==> src/rtl/irq_ctrl_8_pkg.sv <==
// Shared definitions for the 8-source interrupt controller.
// Contains the state encodings, the source count and the default trap vector base.
package irq_ctrl_8_pkg;

    localparam int NUM_IRQ = 8;
    localparam int ID_W    = 3;

    // FSM state encodings (2-bit, legacy-compatible constants)
    localparam logic [1:0] IRQ_IDLE   = 2'd0;
    localparam logic [1:0] IRQ_REQ    = 2'd1;
    localparam logic [1:0] IRQ_ACTIVE = 2'd2;

    localparam logic [31:0] IRQ_VEC_BASE_DEFAULT = 32'h0000_0100;

    // Trap vector for a given id: base + 4*id, wrapping modulo 2^32
    function automatic logic [31:0] trap_vector(input logic [31:0] base,
                                                input logic [ID_W-1:0] id);
        trap_vector = base + {27'd0, id, 2'b00};
    endfunction

endpackage

==> src/rtl/irq_ctrl_8_encoder.sv <==
// 8:3 priority encoder: returns the highest set index of in_vec.
// Output is 0 when no bit is set; callers qualify it with their own 'any'.
module encoder_8
    import irq_ctrl_8_pkg::*;
(
    input  logic [NUM_IRQ-1:0] in_vec,
    output logic [ID_W-1:0]    idx
);

    // Scan upward so the highest set bit overwrites lower ones
    always_comb begin
        idx = '0;
        for (int i = 0; i < NUM_IRQ; i++) begin
            if (in_vec[i]) begin
                idx = ID_W'(i);
            end
        end
    end

endmodule

==> src/rtl/irq_ctrl_8.sv <==
// 8-source interrupt controller for the rv32i core.
// Captures edge/level sources into a pending register, masks them, and
// presents one request at a time to the core through a req/ack/done handshake.
// No nesting: a new request is only raised after the active one completes.
module irq_ctrl_8
    import irq_ctrl_8_pkg::*;
#(
    parameter logic [31:0]        VEC_BASE  = IRQ_VEC_BASE_DEFAULT,
    parameter logic [NUM_IRQ-1:0] LEVEL_SRC = 8'h00
)
(
    input  logic                i_clk,
    input  logic                i_rst,
    input  logic [NUM_IRQ-1:0]  i_irq,
    input  logic                i_mask_we,
    input  logic [NUM_IRQ-1:0]  i_mask_wdata,
    output logic [NUM_IRQ-1:0]  o_mask,
    output logic [NUM_IRQ-1:0]  o_pending,
    output logic                o_irq_req,
    output logic [ID_W-1:0]     o_irq_id,
    output logic [31:0]         o_trap_vec,
    input  logic                i_irq_ack,
    input  logic                i_irq_done,
    output logic                o_busy
);

    logic [NUM_IRQ-1:0] mask_reg;
    logic [NUM_IRQ-1:0] pending_reg;
    logic [NUM_IRQ-1:0] pending_next;
    logic [NUM_IRQ-1:0] irq_d_reg;
    logic [1:0]         state_reg;
    logic [1:0]         state_next;
    logic [ID_W-1:0]    id_reg;
    logic [ID_W-1:0]    id_next;

    logic [NUM_IRQ-1:0] sel;
    logic               any;
    logic [ID_W-1:0]    win;
    logic               ack_fire;
    logic [NUM_IRQ-1:0] ack_clr;
    logic [NUM_IRQ-1:0] rise;

    // Arbitration: only enabled pending sources compete
    assign sel = pending_reg & mask_reg;
    assign any = |sel;

    encoder_8 u_encoder (
        .in_vec (sel),
        .idx    (win)
    );

    // An ack only counts while a request is actually outstanding
    assign ack_fire = (state_reg == IRQ_REQ) && i_irq_ack;
    assign ack_clr  = ack_fire ? (NUM_IRQ'(1) << id_reg) : '0;
    assign rise     = i_irq & ~irq_d_reg;

    // Per-source pending update: level sources mirror the input, edge sources
    // latch a rising edge and are cleared by an ack (a new edge wins over the clear)
    generate
        for (genvar gi = 0; gi < NUM_IRQ; gi++) begin : g_pending
            if (LEVEL_SRC[gi]) begin : g_level
                assign pending_next[gi] = i_irq[gi];
            end else begin : g_edge
                assign pending_next[gi] = rise[gi] | (pending_reg[gi] & ~ack_clr[gi]);
            end
        end
    endgenerate

    // Source history, pending and mask registers
    always_ff @(posedge i_clk) begin
        if (i_rst) begin
            irq_d_reg   <= '0;
            pending_reg <= '0;
            mask_reg    <= '0;
        end else begin
            irq_d_reg   <= i_irq;
            pending_reg <= pending_next;
            if (i_mask_we) begin
                mask_reg <= i_mask_wdata;
            end
        end
    end

    // Next-state logic: id is locked on entry to REQ and never re-arbitrated
    always_comb begin
        state_next = state_reg;
        id_next    = id_reg;
        case (state_reg)
            IRQ_IDLE: begin
                if (any) begin
                    state_next = IRQ_REQ;
                    id_next    = win;
                end
            end
            IRQ_REQ: begin
                // Ack has priority over the request being withdrawn
                if (i_irq_ack) begin
                    state_next = IRQ_ACTIVE;
                end else if (!sel[id_reg]) begin
                    state_next = IRQ_IDLE;
                end
            end
            IRQ_ACTIVE: begin
                if (i_irq_done) begin
                    state_next = IRQ_IDLE;
                end
            end
            default: begin
                state_next = IRQ_IDLE;
            end
        endcase
    end

    // FSM state and locked id registers
    always_ff @(posedge i_clk) begin
        if (i_rst) begin
            state_reg <= IRQ_IDLE;
            id_reg    <= '0;
        end else begin
            state_reg <= state_next;
            id_reg    <= id_next;
        end
    end

    assign o_mask     = mask_reg;
    assign o_pending  = pending_reg;
    assign o_irq_req  = (state_reg == IRQ_REQ);
    assign o_busy     = (state_reg == IRQ_ACTIVE);
    assign o_irq_id   = id_reg;
    assign o_trap_vec = trap_vector(VEC_BASE, id_reg);

endmodule

==> config.mk <==
export PLATFORM = sky130hd
export DESIGN_NAME = irq_ctrl_8
export DESIGN_NICKNAME = d
export VERILOG_FILES = /design/src/rtl/irq_ctrl_8_pkg.sv /design/src/rtl/irq_ctrl_8_encoder.sv /design/src/rtl/irq_ctrl_8.sv
export SDC_FILE = /design/constraint.sdc
export NUM_CORES = 1
export LEC_CHECK = 0
export CORE_MARGIN = 5
export CORE_UTILIZATION = 25
export CTS_BUF_LIST = sky130_fd_sc_hd__clkbuf_4 sky130_fd_sc_hd__clkbuf_8
export DETAILED_ROUTE_END_ITERATION = 8
export PLACE_DENSITY_LB_ADDON = 0.05
export SETUP_SLACK_MARGIN = 0.4
export SYNTH_ARGS = -nofsm -noshare
export SYNTH_HDL_FRONTEND = slang
export SYNTH_SLANG_ARGS = --single-unit
==> constraint.sdc <==
create_clock -name i_clk -period 2.75 [get_ports i_clk]
set_input_delay 0.6875 -clock i_clk [delete_from_list [all_inputs] [get_ports i_clk]]
set_output_delay 0.6875 -clock i_clk [all_outputs]
set_load 0.01 [all_outputs]
After elaboration in Yosys (flattened, before gate mapping)
Index checks and enable logic that the tools add are counted.

operators by class
  add/sub/neg operators = 1
  order comparisons = 1
  eq/ne operators = 5
  shifts and indexed selects = 1
  multiplexer cells = 15
  bitwise operators = 27
  reduce and logical (&&, ||, !) cells = 5

operators with widths
  kind                                                                    count
  8-bit AND                                                               2
  2-bit 2-to-1 mux                                                        6
  3-bit 2-to-1 mux                                                        4
  9-bit by 5-bit adder with 10-bit output (first input constant)          1
  1-bit AND                                                               8
  8-bit 2-to-1 mux                                                        1
  1-bit inverter                                                          8
  8-bit inverter                                                          1
  1-bit OR                                                                8
  8-bit OR reduction                                                      1
  1-bit by 3-bit left shift with 8-bit output (first input constant)      1
  2-bit case mux with 3 select lines                                      1
  3-bit by 4-bit < comparator with 1-bit output (second input constant)   1
  2-bit inequality test (second input constant)                           2
  1-bit binary-select mux with 3-bit select                               1
  3-bit inequality test (second input constant)                           1
  3-bit AND reduction                                                     1
  2-bit by 1-bit equality test with 1-bit output (second input constant)  1
  2-bit equality test (second input constant)                             1
  2-bit zero test                                                         1
  1-bit 2-to-1 mux                                                        2
  2-bit AND reduction                                                     1
  1-bit logical AND                                                       1

storage, ports and cells
  register bits = 29
  bits of input ports = 21
  output and inout bits = 53
  logic and storage cells = 60

Logic depth before layout (Yosys ltp)
  depth after elaboration = 8
  gate-level depth with buffers = 5
  depth with buffers taken out = 4

By module
Synthesis repeated with hierarchy kept, for this count alone.

unflattened totals
  cell total of the unflattened synthesis = 166
  area total of the unflattened synthesis = 1467.7 um^2

by module, submodules not included
  module      instances  cells an instance  area each (um^2)
  irq_ctrl_8  1          156                1422.6
  encoder_8   1          10                 45.0

Worst setup path after synthesis
No wires, ideal clock.

  kind = in2reg
  start point = in i_rst
  end point = reg state_reg[0]
  setup time = 0.122 ns
  data arrival time = 1.448 ns
  required time = 2.628 ns
  setup slack = 1.180 ns
  stages on the path = 4
  buffers on the path = 1
  cell sequence = clkbuf_1 nor3b_1 and4_1 a221o_1

RTL lines
  what                  line               RTL
  from (decl)           irq_ctrl_8.sv:13   input logic i_rst,
  to (signal assigned)  irq_ctrl_8.sv:120  state_reg <= state_next;
  to (decl)             irq_ctrl_8.sv:31   logic [1:0] state_reg;

Worst setup path in the final report
  start point = reg id_reg[0], in the netlist o_irq_id[0]
  end point = out o_irq_id[0]

RTL lines
  what                    line               RTL
  from (decl)             irq_ctrl_8.sv:33   logic [ID_W-1:0] id_reg;
  from (signal assigned)  irq_ctrl_8.sv:121  id_reg <= id_next;
  to (decl)               irq_ctrl_8.sv:20   output logic [ID_W-1:0] o_irq_id,

No word-level cell between the ends.

==> results summary <==
The run finished with clean final reports. Summed over all nets, the switching power comes to 0.000297 W. The count of state elements after synthesis came out at 29. The highest clock frequency the design can meet came out at 452 MHz. The proportion of layout cells with a drive suffix above 1 is 0.0644. The iteration-0 DRC count of the detailed router is 35. For this run, the total global-route usage over all layers was measured as 0.102. Pin placement for this block handled 74 I/O pins.

The leftover overflow at the end of global routing came out at 0. In the layout the commonest cells are 44 x sky130_fd_sc_hd__clkdlybuf4s50_1, 29 x sky130_fd_sc_hd__conb_1, 29 x sky130_fd_sc_hd__dfxtp_1. The pin count of the biggest net entering global routing is 26.

The critical path's top delay family is buffers and inverters. The maximum vdd drop is 0.238 mV. The area growth from synthesis to layout is 32.7%. The area of combinational cells with multiple inputs is 709 sq um. The first-pass GRT wire length is 5870 um.

The post-CTS setup buffer count came out at 0. The HPWL after detailed placement is 2960 um. Using the TritonRoute via totals, the vias-per-cell ratio works out to 4.24. The largest fanout on the critical path came out at 13. The worst reg-to-reg path cell count came out at 3. The final setup violation count came out at 0. The cell row count is 27. The final critical-path required period came out at 2.21 ns. The total iterations of the first detailed-routing run is 4. The number of buffers on the longest clock path is 2. Measured on the finished design, the core utilization comes to 0.347.

The sequential power share came out at 0.439. The footprint of the flip-flops and latches is 581 sq um. The detail route stage leaves a number of antenna-violating nets equal to 0. The final setup TNS is 0 ns. In the routed design, unresolved DRC markers number 0. The share of total power dissipated in combinational logic is 0.186.

CTS placed an instance of sky130_fd_sc_hd__clkbuf_8 at the clock tree root. Of the synthesized area, sequential elements account for 0.398. The final cycle utilization of the critical path came out at 0.805. The initial antenna violation count came out at 0. The buffers plus inverters on the worst setup path came out at 1. The tool flagged a number of max-cap violations equal to 0. The worst hold path depth came out at 2. The chip height came out at 86.4 um. For this configuration, the core starts out at a cell density of 0.262.

The post-CTS clock slew at the launch and capture registers of the worst setup and hold paths is 0.07 ns. After synthesis the cells add up to 1460 sq um. For the final database, setup skew stands at 0.00533 ns.

The critical path starts at o_irq_id[0]. The signal on the critical path passes through clkdlybuf4s50_1. Fill cells in the final layout number 595. The cell internal power dissipation came out at 0.000829 W. The startpoint of the most critical register-to-register path is o_irq_id[0].

Setup repair after global routing left no endpoint under its margin. Power spread over the standard cell area amounts to 582 nW/um^2. The overall power after layout is 0.00113 W. The number of vias after detailed routing is 1162. The total clock buffers created by CTS came out at 5. The number of endpoints with negative hold slack in the final report was 0. For hold timing, the worst endpoint is o_pending[7]. The net switching fraction of the power is 0.264.

For flop-to-flop paths, the worst setup slack is 1.20 ns. Leaving out fill and tap cells, the most frequent cell in the layout is sky130_fd_sc_hd__clkdlybuf4s50_1. The region available for standard cell placement spans 5570 sq um. For this design the static power due to leakage is 0.770 nW. The layout net count came out at 223. The critical path is of the reg -> out type. Synthesis produced 161 cells.

During synthesis, Yosys emitted a total of 0 warnings. The share of total power dissipated in the clock network is 0.375. The synthesized area per cell came out at 9.06 sq um. The via count of the first global-routing pass was 1167. TritonCTS built the clock tree. The type of the worst min-delay path is reg -> reg. Port buffering added 44 buffers.

The final layout contains routed wiring with a total length of 3710 um. The antenna diode count came out at 0. The number of levels the H-tree was split into is 2.

The global placer's final weighted congestion came out at 0.749. STA classifies the critical path endpoint as an output port. The count of unique library cells instantiated by Yosys came out at 34. The die outline area came out at 7460 sq um. The startpoint of the most critical hold path is irq_d_reg[7]. The endpoint identified for the worst register-to-register timing path is state_reg[0].

The standard cell with the maximum stage delay on the critical path is sky130_fd_sc_hd__clkdlybuf4s50_1. The count of final max-slew check failures is 0. The wire length per cell is 13.5 um. The largest single stage delay on the critical path is 0.63 ns. Buffers inserted to repair hold after CTS numbered 0.

Data on the critical path is required at its endpoint by 2.06 ns. Post-CTS repair changed the size of 0 cells. The latest clock arrival within the worst-skew pair came out at 0.28 ns. The tree built by TritonCTS fans out to 29 sinks. The worst setup path is launched from a flop.

The chip width came out at 86.4 um. Data arrives at the worst endpoint at 1.53 ns.
==> routing by layer <==
layer / vias to the layer above / share of wire / global-route usage
li1: 565 / - / -
met1: 536 / 0.42 / 0.121
met2: 52 / 0.46 / 0.158
met3: 9 / 0.094 / 0.0418
met4: 0 / 0.023 / 0.0510
met5: - / 0 / 0
==> final cells by class <==
cell class | count | share of cell area
Multi-Input combinational cell | 120 | 0.367
Clock inverter | 2 | 0.0181
Inverter | 1 | 0.00194
Tap cell | 72 | 0.0465
Sequential cell | 29 | 0.300
Clock buffer | 5 | 0.0356
Timing Repair Buffer | 45 | 0.231
==> logic make-up (layout without fill, tap and decap cells) <==
logic type / count (synthesis) / in the layout / synth area share
AO/OA/AOI/OAI: 33 / 33 / 0.159
buffers and inverters: 39 / 53 / 0.185
flip-flops: 29 / 29 / 0.398
multiplexers: 9 / 9 / 0.0703
other: 2 / 29 / 0.00515
AND/OR/NAND/NOR: 49 / 49 / 0.183
==> stage by stage <==
step	area, sq um	hold WS (ns)	setup WS (ns)	cells
2_1_floorplan	1560	0.462	1.18	188
3_3_place_gp	1830	0.478	0.709	267
3_5_place_dp	1830	0.474	0.708	267
4_1_cts	1940	0.484	0.534	274
5_1_grt	1940	0.512	0.400	274
6_report	1940	0.479	0.536	274
==> power by group through the flow <==
stage	combinational (W)	sequential (W)	clock, W
finish	0.000209	0.000494	0.000423
global route	0.000228	0.000503	0.000453
CTS	0.000210	0.000495	0.000433
detailed placement	0.000209	0.000504	0
global placement	0.000208	0.000505	0
floorplan	0.000143	0.000494	0
==> how the worst max path moves through the flow <==
stage	end	cells after the start
2_1_floorplan	state_reg[0]	4
3_3_place_gp	o_pending[0]	5
3_5_place_dp	o_pending[0]	5
4_1_cts	o_trap_vec[2]	1
5_1_grt	o_irq_id[0]	1
6_report	o_irq_id[0]	1
==> synth_stat cells <==
library cell,n,area share
sky130_fd_sc_hd__a21oi_1,10,0.034
sky130_fd_sc_hd__a221o_1,1,0.0069
sky130_fd_sc_hd__a22oi_1,2,0.010
sky130_fd_sc_hd__a22oi_2,2,0.017
sky130_fd_sc_hd__a311oi_1,1,0.0060
sky130_fd_sc_hd__a32oi_1,2,0.012
sky130_fd_sc_hd__a41oi_2,1,0.011
sky130_fd_sc_hd__and2b_1,1,0.0051
sky130_fd_sc_hd__and4_1,1,0.0060
sky130_fd_sc_hd__buf_1,1,0.0026
sky130_fd_sc_hd__buf_2,2,0.0069
sky130_fd_sc_hd__buf_4,32,0.16
sky130_fd_sc_hd__clkbuf_1,2,0.0051
sky130_fd_sc_hd__clkbuf_2,1,0.0034
sky130_fd_sc_hd__conb_1,2,0.0051
sky130_fd_sc_hd__dfxtp_1,29,0.40
sky130_fd_sc_hd__inv_1,1,0.0026
sky130_fd_sc_hd__mux2i_1,8,0.055
sky130_fd_sc_hd__mux4_2,1,0.015
sky130_fd_sc_hd__nand2_1,8,0.021
sky130_fd_sc_hd__nand2b_1,12,0.051
sky130_fd_sc_hd__nand3_1,3,0.010
sky130_fd_sc_hd__nand3b_1,1,0.0051
sky130_fd_sc_hd__nor2_1,9,0.023
sky130_fd_sc_hd__nor2b_1,11,0.047
sky130_fd_sc_hd__nor3b_1,1,0.0051
sky130_fd_sc_hd__o211a_1,1,0.0069
sky130_fd_sc_hd__o211ai_1,1,0.0051
sky130_fd_sc_hd__o21a_1,1,0.0051
sky130_fd_sc_hd__o21ai_0,8,0.027
sky130_fd_sc_hd__o2bb2ai_1,1,0.0060
sky130_fd_sc_hd__o31ai_1,2,0.010
sky130_fd_sc_hd__or2_1,1,0.0043
sky130_fd_sc_hd__or2_2,1,0.0043
Power figures use the tool's default switching activity.
